## src/rtl/digit_serial_addsub_pkg.sv

```systemverilog
// Shared definitions for the digit-serial adder/subtractor.
//   state_e     : FSM state encoding (idle / run / done)
//   clog2_min1  : counter width helper, never returns less than 1 bit
package digit_serial_addsub_pkg;

  typedef enum logic [1:0] {
    StIdle = 2'd0,
    StRun  = 2'd1,
    StDone = 2'd2
  } state_e;

  // A one-digit configuration still needs a 1-bit counter to exist.
  function automatic int unsigned clog2_min1(input int unsigned v);
    return ($clog2(v) < 1) ? 1 : $clog2(v);
  endfunction

endpackage

```

## src/rtl/digit_serial_addsub_if.sv

```systemverilog
// Operand/result handshake bundle for digit_serial_addsub.
//   master : producer of operands and consumer of results (drives in_valid, x, y, sub, out_ready)
//   slave  : the arithmetic block (drives in_ready, out_valid, s, c_out, overflow, zero)
interface digit_serial_addsub_if #(
  parameter int unsigned N = 16
);

  logic         in_valid;
  logic         in_ready;
  logic [N-1:0] x;
  logic [N-1:0] y;
  logic         sub;
  logic         out_valid;
  logic         out_ready;
  logic [N-1:0] s;
  logic         c_out;
  logic         overflow;
  logic         zero;

  modport master (
    output in_valid, x, y, sub, out_ready,
    input  in_ready, out_valid, s, c_out, overflow, zero
  );

  modport slave (
    input  in_valid, x, y, sub, out_ready,
    output in_ready, out_valid, s, c_out, overflow, zero
  );

endinterface

```

## src/rtl/digit_serial_addsub_adder_slice.sv

```systemverilog
// One D-bit ripple digit of the serial adder: {c_o, sum_o} = a_i + b_i + c_i.
//   a_i, b_i : operand digits
//   c_i      : carry in from the previous digit
//   sum_o    : digit sum
//   c_o      : carry out to the next digit
module digit_serial_addsub_adder_slice #(
  parameter int unsigned D = 4
) (
  input  logic [D-1:0] a_i,
  input  logic [D-1:0] b_i,
  input  logic         c_i,
  output logic [D-1:0] sum_o,
  output logic         c_o
);

  assign {c_o, sum_o} = {1'b0, a_i} + {1'b0, b_i} + (D + 1)'(c_i);

endmodule

```

## src/rtl/digit_serial_addsub.sv

```systemverilog
// Multi-cycle N-bit adder/subtractor, D bits per clock, LSB digit first.
//   clk, reset : single clock, synchronous active-high reset
//   bus        : slave side of digit_serial_addsub_if (operands in, result + flags out)
// One operation takes N/D run cycles plus one cycle to present the result; the block
// does not accept a new operation until the current result has been taken.
module digit_serial_addsub
  import digit_serial_addsub_pkg::*;
#(
  parameter int unsigned N = 16,
  parameter int unsigned D = 4
) (
  input logic                 clk,
  input logic                 reset,
  digit_serial_addsub_if.slave bus
);

  localparam int unsigned NumDigits = N / D;
  localparam int unsigned CntW      = clog2_min1(NumDigits);
  localparam logic [CntW-1:0] LastCnt = CntW'(NumDigits - 1);

  if ((N % D) != 0) begin : g_bad_digit
    $error("digit_serial_addsub: N must be a multiple of D");
  end

  state_e          state_q;
  logic [N-1:0]    xa_q, yb_q, res_q, s_q;
  logic [CntW-1:0] cnt_q;
  logic            carry_q, xs_q, ys_q;
  logic            c_out_q, ovf_q, zero_q, out_valid_q;

  logic [D-1:0]    dig;
  logic            dig_c;
  logic [N-1:0]    yb_in;
  logic [N-1:0]    res_next;
  logic            ovf_next;

  digit_serial_addsub_adder_slice #(
    .D (D)
  ) u_slice (
    .a_i   (xa_q[D-1:0]),
    .b_i   (yb_q[D-1:0]),
    .c_i   (carry_q),
    .sum_o (dig),
    .c_o   (dig_c)
  );

  always_comb begin
    // Subtraction is x + ~y + 1; the +1 rides in as the initial carry.
    yb_in    = bus.y ^ {N{bus.sub}};
    // New digit enters at the top so after N/D shifts the LSB digit sits at bit 0.
    res_next = (res_q >> D) | (N'(dig) << (N - D));
    ovf_next = (xs_q & ys_q & ~res_next[N-1]) | (~xs_q & ~ys_q & res_next[N-1]);
  end

  always_ff @(posedge clk) begin
    if (reset) begin
      state_q     <= StIdle;
      xa_q        <= '0;
      yb_q        <= '0;
      res_q       <= '0;
      s_q         <= '0;
      cnt_q       <= '0;
      carry_q     <= 1'b0;
      xs_q        <= 1'b0;
      ys_q        <= 1'b0;
      c_out_q     <= 1'b0;
      ovf_q       <= 1'b0;
      zero_q      <= 1'b0;
      out_valid_q <= 1'b0;
    end else begin
      unique case (state_q)
        StIdle: begin
          if (bus.in_valid) begin
            xa_q    <= bus.x;
            yb_q    <= yb_in;
            carry_q <= bus.sub;
            cnt_q   <= '0;
            res_q   <= '0;
            xs_q    <= bus.x[N-1];
            ys_q    <= yb_in[N-1];
            state_q <= StRun;
          end
        end
        StRun: begin
          xa_q    <= xa_q >> D;
          yb_q    <= yb_q >> D;
          res_q   <= res_next;
          carry_q <= dig_c;
          cnt_q   <= cnt_q + 1'b1;
          if (cnt_q == LastCnt) begin
            s_q         <= res_next;
            c_out_q     <= dig_c;
            ovf_q       <= ovf_next;
            zero_q      <= (res_next == '0);
            out_valid_q <= 1'b1;
            state_q     <= StDone;
          end
        end
        StDone: begin
          // Result flags stay in s_q/c_out_q/... after the handshake until the next load.
          if (bus.out_ready) begin
            out_valid_q <= 1'b0;
            state_q     <= StIdle;
          end
        end
        default: state_q <= StIdle;
      endcase
    end
  end

  assign bus.in_ready  = (state_q == StIdle);
  assign bus.out_valid = out_valid_q;
  assign bus.s         = s_q;
  assign bus.c_out     = c_out_q;
  assign bus.overflow  = ovf_q;
  assign bus.zero      = zero_q;

endmodule
```

## src/flat_wrapper.sv

```systemverilog
// flat-port wrapper written by rule: the top's interface ports become plain ports
module digit_serial_addsub_flat import digit_serial_addsub_pkg::*;
#(
  parameter int unsigned N = 16,
  parameter int unsigned D = 4
)
  (clk, reset, bus_in_valid, bus_x, bus_y, bus_sub, bus_out_ready, bus_in_ready, bus_out_valid, bus_s, bus_c_out, bus_overflow, bus_zero);
  digit_serial_addsub_if #(.N(N)) bus_i ();
  input logic clk;
  input logic reset;
  input wire logic [$bits(bus_i.in_valid)-1:0] bus_in_valid;
  input wire logic [$bits(bus_i.x)-1:0] bus_x;
  input wire logic [$bits(bus_i.y)-1:0] bus_y;
  input wire logic [$bits(bus_i.sub)-1:0] bus_sub;
  input wire logic [$bits(bus_i.out_ready)-1:0] bus_out_ready;
  output wire logic [$bits(bus_i.in_ready)-1:0] bus_in_ready;
  output wire logic [$bits(bus_i.out_valid)-1:0] bus_out_valid;
  output wire logic [$bits(bus_i.s)-1:0] bus_s;
  output wire logic [$bits(bus_i.c_out)-1:0] bus_c_out;
  output wire logic [$bits(bus_i.overflow)-1:0] bus_overflow;
  output wire logic [$bits(bus_i.zero)-1:0] bus_zero;
  assign bus_i.in_valid = bus_in_valid;
  assign bus_i.x = bus_x;
  assign bus_i.y = bus_y;
  assign bus_i.sub = bus_sub;
  assign bus_i.out_ready = bus_out_ready;
  assign bus_in_ready = bus_i.in_ready;
  assign bus_out_valid = bus_i.out_valid;
  assign bus_s = bus_i.s;
  assign bus_c_out = bus_i.c_out;
  assign bus_overflow = bus_i.overflow;
  assign bus_zero = bus_i.zero;
  digit_serial_addsub #(.N(N), .D(D)) u_core (.clk(clk), .reset(reset), .bus(bus_i));
endmodule
```

## config.mk

```make
export PLATFORM = sky130hd
export DESIGN_NAME = digit_serial_addsub_flat
export DESIGN_NICKNAME = d
export VERILOG_FILES = /design/src/rtl/digit_serial_addsub_pkg.sv /design/src/rtl/digit_serial_addsub_if.sv /design/src/rtl/digit_serial_addsub_adder_slice.sv /design/src/rtl/digit_serial_addsub.sv /design/src/flat_wrapper.sv
export SDC_FILE = /design/constraint.sdc
export NUM_CORES = 1
export LEC_CHECK = 0
export ABC_AREA = 1
export CAP_MARGIN = 20
export CORE_ASPECT_RATIO = 1.4
export CORE_MARGIN = 4
export CORE_UTILIZATION = 35
export CTS_BUF_LIST = sky130_fd_sc_hd__clkbuf_4 sky130_fd_sc_hd__clkbuf_8
export DETAILED_ROUTE_END_ITERATION = 10
export PLACE_DENSITY = 0.62
export SLEW_MARGIN = 20
export SYNTH_ARGS = -nofsm -noshare
export SYNTH_HDL_FRONTEND = slang
export SYNTH_SLANG_ARGS = --single-unit
```

## constraint.sdc

```tcl
create_clock -name clk -period 2.5 [get_ports clk]
set_clock_uncertainty 0.15 [all_clocks]
set_input_delay 0.25 -clock clk [delete_from_list [all_inputs] [get_ports clk]]
set_output_delay 0.25 -clock clk [all_outputs]
set_load 0.1 [all_outputs]
```

==> impl_table.tex <==
\begin{tabular}{lr}
\hline
Metric & Value \\
\hline
\multicolumn{2}{l}{\textbf{Outcome}} \\
Outcome & finished clean \\
\multicolumn{2}{l}{\textbf{Worst setup path}} \\
Top fanout value on the critical path & 3 \\
Sequence of cells on the critical path & fa\_1 -> fa\_1 -> or2\_2 -> nor2\_1 -> nand3\_1 -> nor2\_1 -> nor2\_1 -> nor2\_1 \\
CP dominant cell by count & sky130\_fd\_sc\_hd\_\_nor2\_1 \\
Kind of critical path & flip-flop to flip-flop \\
Worst endpoint data arrival time & 2.27 ns \\
Required time worst endpoint & 2.64 ns \\
Worst Setup Start Kind & flip-flop \\
Critical path endpoint category & flip-flop \\
Longest individual stage delay on the worst path & 0.47 ns \\
Slowest stage cell on the critical path & sky130\_fd\_sc\_hd\_\_fa\_1 \\
R2R Path Start & u\_core.xa\_q[0]\$\_SDFFE\_PP0P\_ \\
Launch point of the worst path & u\_core.xa\_q[0]\$\_SDFFE\_PP0P\_ \\
\multicolumn{2}{l}{\textbf{Yosys}} \\
Count of cell types in the netlist & 27 \\
Post-synthesis instance area & roughly 0.0031 mm\^{}2 \\
Top\_reg\_cell synth & sky130\_fd\_sc\_hd\_\_dfxtp\_1 \\
Cell count after synthesis & 427 \\
FFs w/ async S/R, synth & 0\% \\
Average cell area after synthesis & 7.34 um\^{}2 \\
Count of flip-flops with a built-in enable after synthesis & 0 \\
Synth Net Count & 470 \\
Count of warnings emitted by yosys & 0 \\
\#FFs+latches synth & 71 \\
Fraction of the yosys area taken by sequential cells & between 40\% and 50\% \\
\multicolumn{2}{l}{\textbf{Final layout}} \\
Fraction of final layout cells sized beyond drive strength 1 & roughly a tenth \\
Post-layout nets & 523 \\
Post-route cell area & 0.00395 mm\^{}2 \\
Antenna cell count & 0 \\
Syn-to-layout area delta & 26.0\% \\
\multicolumn{2}{l}{\textbf{Global route}} \\
Number of antenna violations at the first check in global routing & 0 \\
Pin count of the biggest net entering global routing & 47 \\
First-pass GRT wire length & between 10 and 15 mm \\
Total global-route track usage & between 10\% and 20\% \\
Overall overflow remaining after global route & 0 \\
Vias in the first global route & approximately 2600 \\
\multicolumn{2}{l}{\textbf{Floorplan}} \\
Count of boundary I/O pins & 58 \\
DIE AREA & 0.0106 mm\^{}2 \\
Core Footprint & between 0.008 and 0.009 mm\^{}2 \\
X dimension of the die & $\sim$90 um \\
Die height & 120 um \\
Starting utilization of the core area & 36.2\% \\
Site row count & 40 \\
\multicolumn{2}{l}{\textbf{Timing}} \\
Max-slew headroom & 59.3\% \\
Final hold violation count & 0 \\
Transition time of the tightest slew-check pin & 0.610 ns \\
Final critical-path share of the clock period & 85.4\% \\
Final max-slew violation count & 0 \\
Maximum clock frequency & about 470 MHz \\
Minimum clock period after layout & 2.13 ns \\
Final-report setup violation count & 0 \\
Setup repair after global routing missed its margin & no \\
Setup TNS & 0 ns \\
\multicolumn{2}{l}{\textbf{Pwr}} \\
Part of the power in combinational logic & 14.4\% \\
Power Internal & 1.94 mW \\
Net switching fraction of the power & 25.1\% \\
Leakage power of the design & between 1.5 and 2 nW \\
Sequential group share of total power & between 40\% and 50\% \\
VDD IR max & 0.278 mV \\
Final total power & 2.59 mW \\
Pwr per Cell Area & 656 mW/mm\^{}2 \\
Switching power summed over all nets & 651 uW \\
Clock share of power & around two fifths \\
\multicolumn{2}{l}{\textbf{Clock network}} \\
Hold buffer count at CTS & 0 \\
Num CTS Buffers & 9 \\
Resize count post-CTS & 0 \\
Level count of the clock H-tree & 3 \\
Worst-skew pair later-pin latency & roughly 0.35 ns \\
Number of buffers inserted to repair setup after CTS & 0 \\
CTS tree & built \\
Clock-pin transition on the worst setup and hold timing paths & around 0.070 ns \\
Clk sink count & 71 \\
Maximum buffer depth of the clock tree & 2 \\
Cell at the root of the clock tree & sky130\_fd\_sc\_hd\_\_clkbuf\_8 \\
\multicolumn{2}{l}{\textbf{Worst hold path}} \\
Path category of the worst min-delay check & flip-flop to flip-flop \\
Worst hold path startpoint & u\_core.xa\_q[7]\$\_SDFFE\_PP0P\_ \\
\multicolumn{2}{l}{\textbf{Route}} \\
Wire length reported by the detailed router & approximately 7 mm \\
Number of nets with antenna violations after detailed routing & 0 \\
Detailed Routing Iterations Pass 1 & 6 \\
Total vias in the final route & 2745 \\
Starting DRT DRC Count & around 120 \\
Avg WL per Cell & roughly 12 um \\
DRC viols & 0 \\
Vias per cell & $\sim$4.7 \\
\multicolumn{2}{l}{\textbf{Placed design}} \\
Detailed Place HPWL & just over 5 mm \\
Weighted congestion at the end of routability-driven global placement & between 0.8 and 0.9 \\
Number of input and output port buffers inserted & 57 \\
Standard cell area after detailed placement & 0.00374 mm\^{}2 \\
\multicolumn{2}{l}{\textbf{Run}} \\
Number of max-cap violations & 0 \\
\hline
\end{tabular}
final timing paths:
path	end	depth (start not counted)	slack, ns
max	u_core.bus.zero$_SDFFE_PP0P_	8	0.37
max reg2reg	u_core.bus.zero$_SDFFE_PP0P_	8	0.37
min reg2reg	u_core.xa_q[7]$_SDFFE_PP0P_	2	0.30
min	u_core.xa_q[7]$_SDFFE_PP0P_	2	0.30
per-stage QoR:
stage          hold slack [ns]  instances  utilization, %  setup slack, ns
5_1_grt                  0.317        589            45.6            0.220
4_1_cts                  0.300        589            45.6            0.359
2_1_floorplan            0.249        427               -            0.297
3_3_place_gp             0.283        574            43.2            0.408
3_5_place_dp             0.289        574            43.2            0.376
6_report                 0.299        589            45.6            0.365
sequential cells by signal, summed over array words and instances (netlist names), 2 cells and up:
name / flops
u_core.cnt_q: 2
u_core.xa_q: 16
u_core.res_q: 12
u_core.bus.s: 16
u_core.state_q: 2
u_core.yb_q: 16
layout by cell type (no fill, tap or decap):
| cell | n |
|---|---|
| sky130_fd_sc_hd__a21oi_1 | 56 |
| sky130_fd_sc_hd__a31oi_1 | 1 |
| sky130_fd_sc_hd__buf_12 | 1 |
| sky130_fd_sc_hd__buf_4 | 28 |
| sky130_fd_sc_hd__bufinv_16 | 2 |
| sky130_fd_sc_hd__clkbuf_4 | 1 |
| sky130_fd_sc_hd__clkbuf_8 | 10 |
| sky130_fd_sc_hd__clkdlybuf4s50_1 | 36 |
| sky130_fd_sc_hd__clkinv_2 | 2 |
| sky130_fd_sc_hd__dfxtp_1 | 71 |
| sky130_fd_sc_hd__fa_1 | 2 |
| sky130_fd_sc_hd__ha_1 | 4 |
| sky130_fd_sc_hd__inv_1 | 33 |
| sky130_fd_sc_hd__inv_2 | 2 |
| sky130_fd_sc_hd__nand2_1 | 156 |
| sky130_fd_sc_hd__nand2_4 | 1 |
| sky130_fd_sc_hd__nand3_1 | 5 |
| sky130_fd_sc_hd__nand3_2 | 1 |
| sky130_fd_sc_hd__nand3b_1 | 1 |
| sky130_fd_sc_hd__nor2_1 | 16 |
| sky130_fd_sc_hd__nor2_2 | 1 |
| sky130_fd_sc_hd__nor2_8 | 1 |
| sky130_fd_sc_hd__nor3_1 | 1 |
| sky130_fd_sc_hd__o211ai_1 | 13 |
| sky130_fd_sc_hd__o21ai_0 | 21 |
| sky130_fd_sc_hd__o21ai_1 | 1 |
| sky130_fd_sc_hd__or2_2 | 1 |
| sky130_fd_sc_hd__xnor2_1 | 13 |
| sky130_fd_sc_hd__xor2_1 | 3 |
per-layer routing:
metal  wire length, um  part of all wire (%)  track usage [%]  up-vias
met5                 0                     0                0        -
met4               138                   1.9             6.05        0
met3               289                   4.0             3.78       12
met2              3560                    50             23.9       44
met1              3170                    44             16.3     1228
li1                  -                     -                -     1461
cell families after synthesis:
group | share of synthesized area, %
xor gates and xnor gates | 4.47
buffers and inverters | 8.06
DFF | 45.3
adders and majority gates | 2.87
and+or+nand+nor | 23.5
AOI/OAI and AO/OA | 15.8
layout make-up:
class | count | area, um^2
timing repair buffer | 65 | 591
multi-input combinational | 298 | 1460
tap | 105 | 131
inverter | 35 | 131
clock buffer | 11 | 145
clock inverter | 4 | 70.1
sequential | 71 | 1420
fill | 909 | 4710
power by group through the flow:
stage	sequential, mW	clock [mW]	combinational, mW
floorplan	1.24	0	0.257
global placement	1.24	0	0.371
detailed placement	1.25	0	0.377
CTS	1.22	1.02	0.378
global route	1.23	1.07	0.418
finish	1.22	0.999	0.373
cell usage after synthesis, drive strengths merged, types with 2 or more instances:
master	count	area, um^2
nand2	157	597
dfxtp	71	1420
a21oi	56	280
inv	35	131
o21ai	22	110
nor2	18	86.3
buf	16	95.1
o211ai	13	97.6
xnor2	13	114
clkbuf	7	26.3
nand3	6	35.0
ha	4	50.1
xor2	3	26.3
fa	2	40.0
worst max-delay path, delay by kind of cell, from the launching register on:
kind          cells  cell delay, ns
fa+ha+maj         2            0.92
flops             1            0.33
simple gates      6            0.67
(Power assumes the default switching activity.)
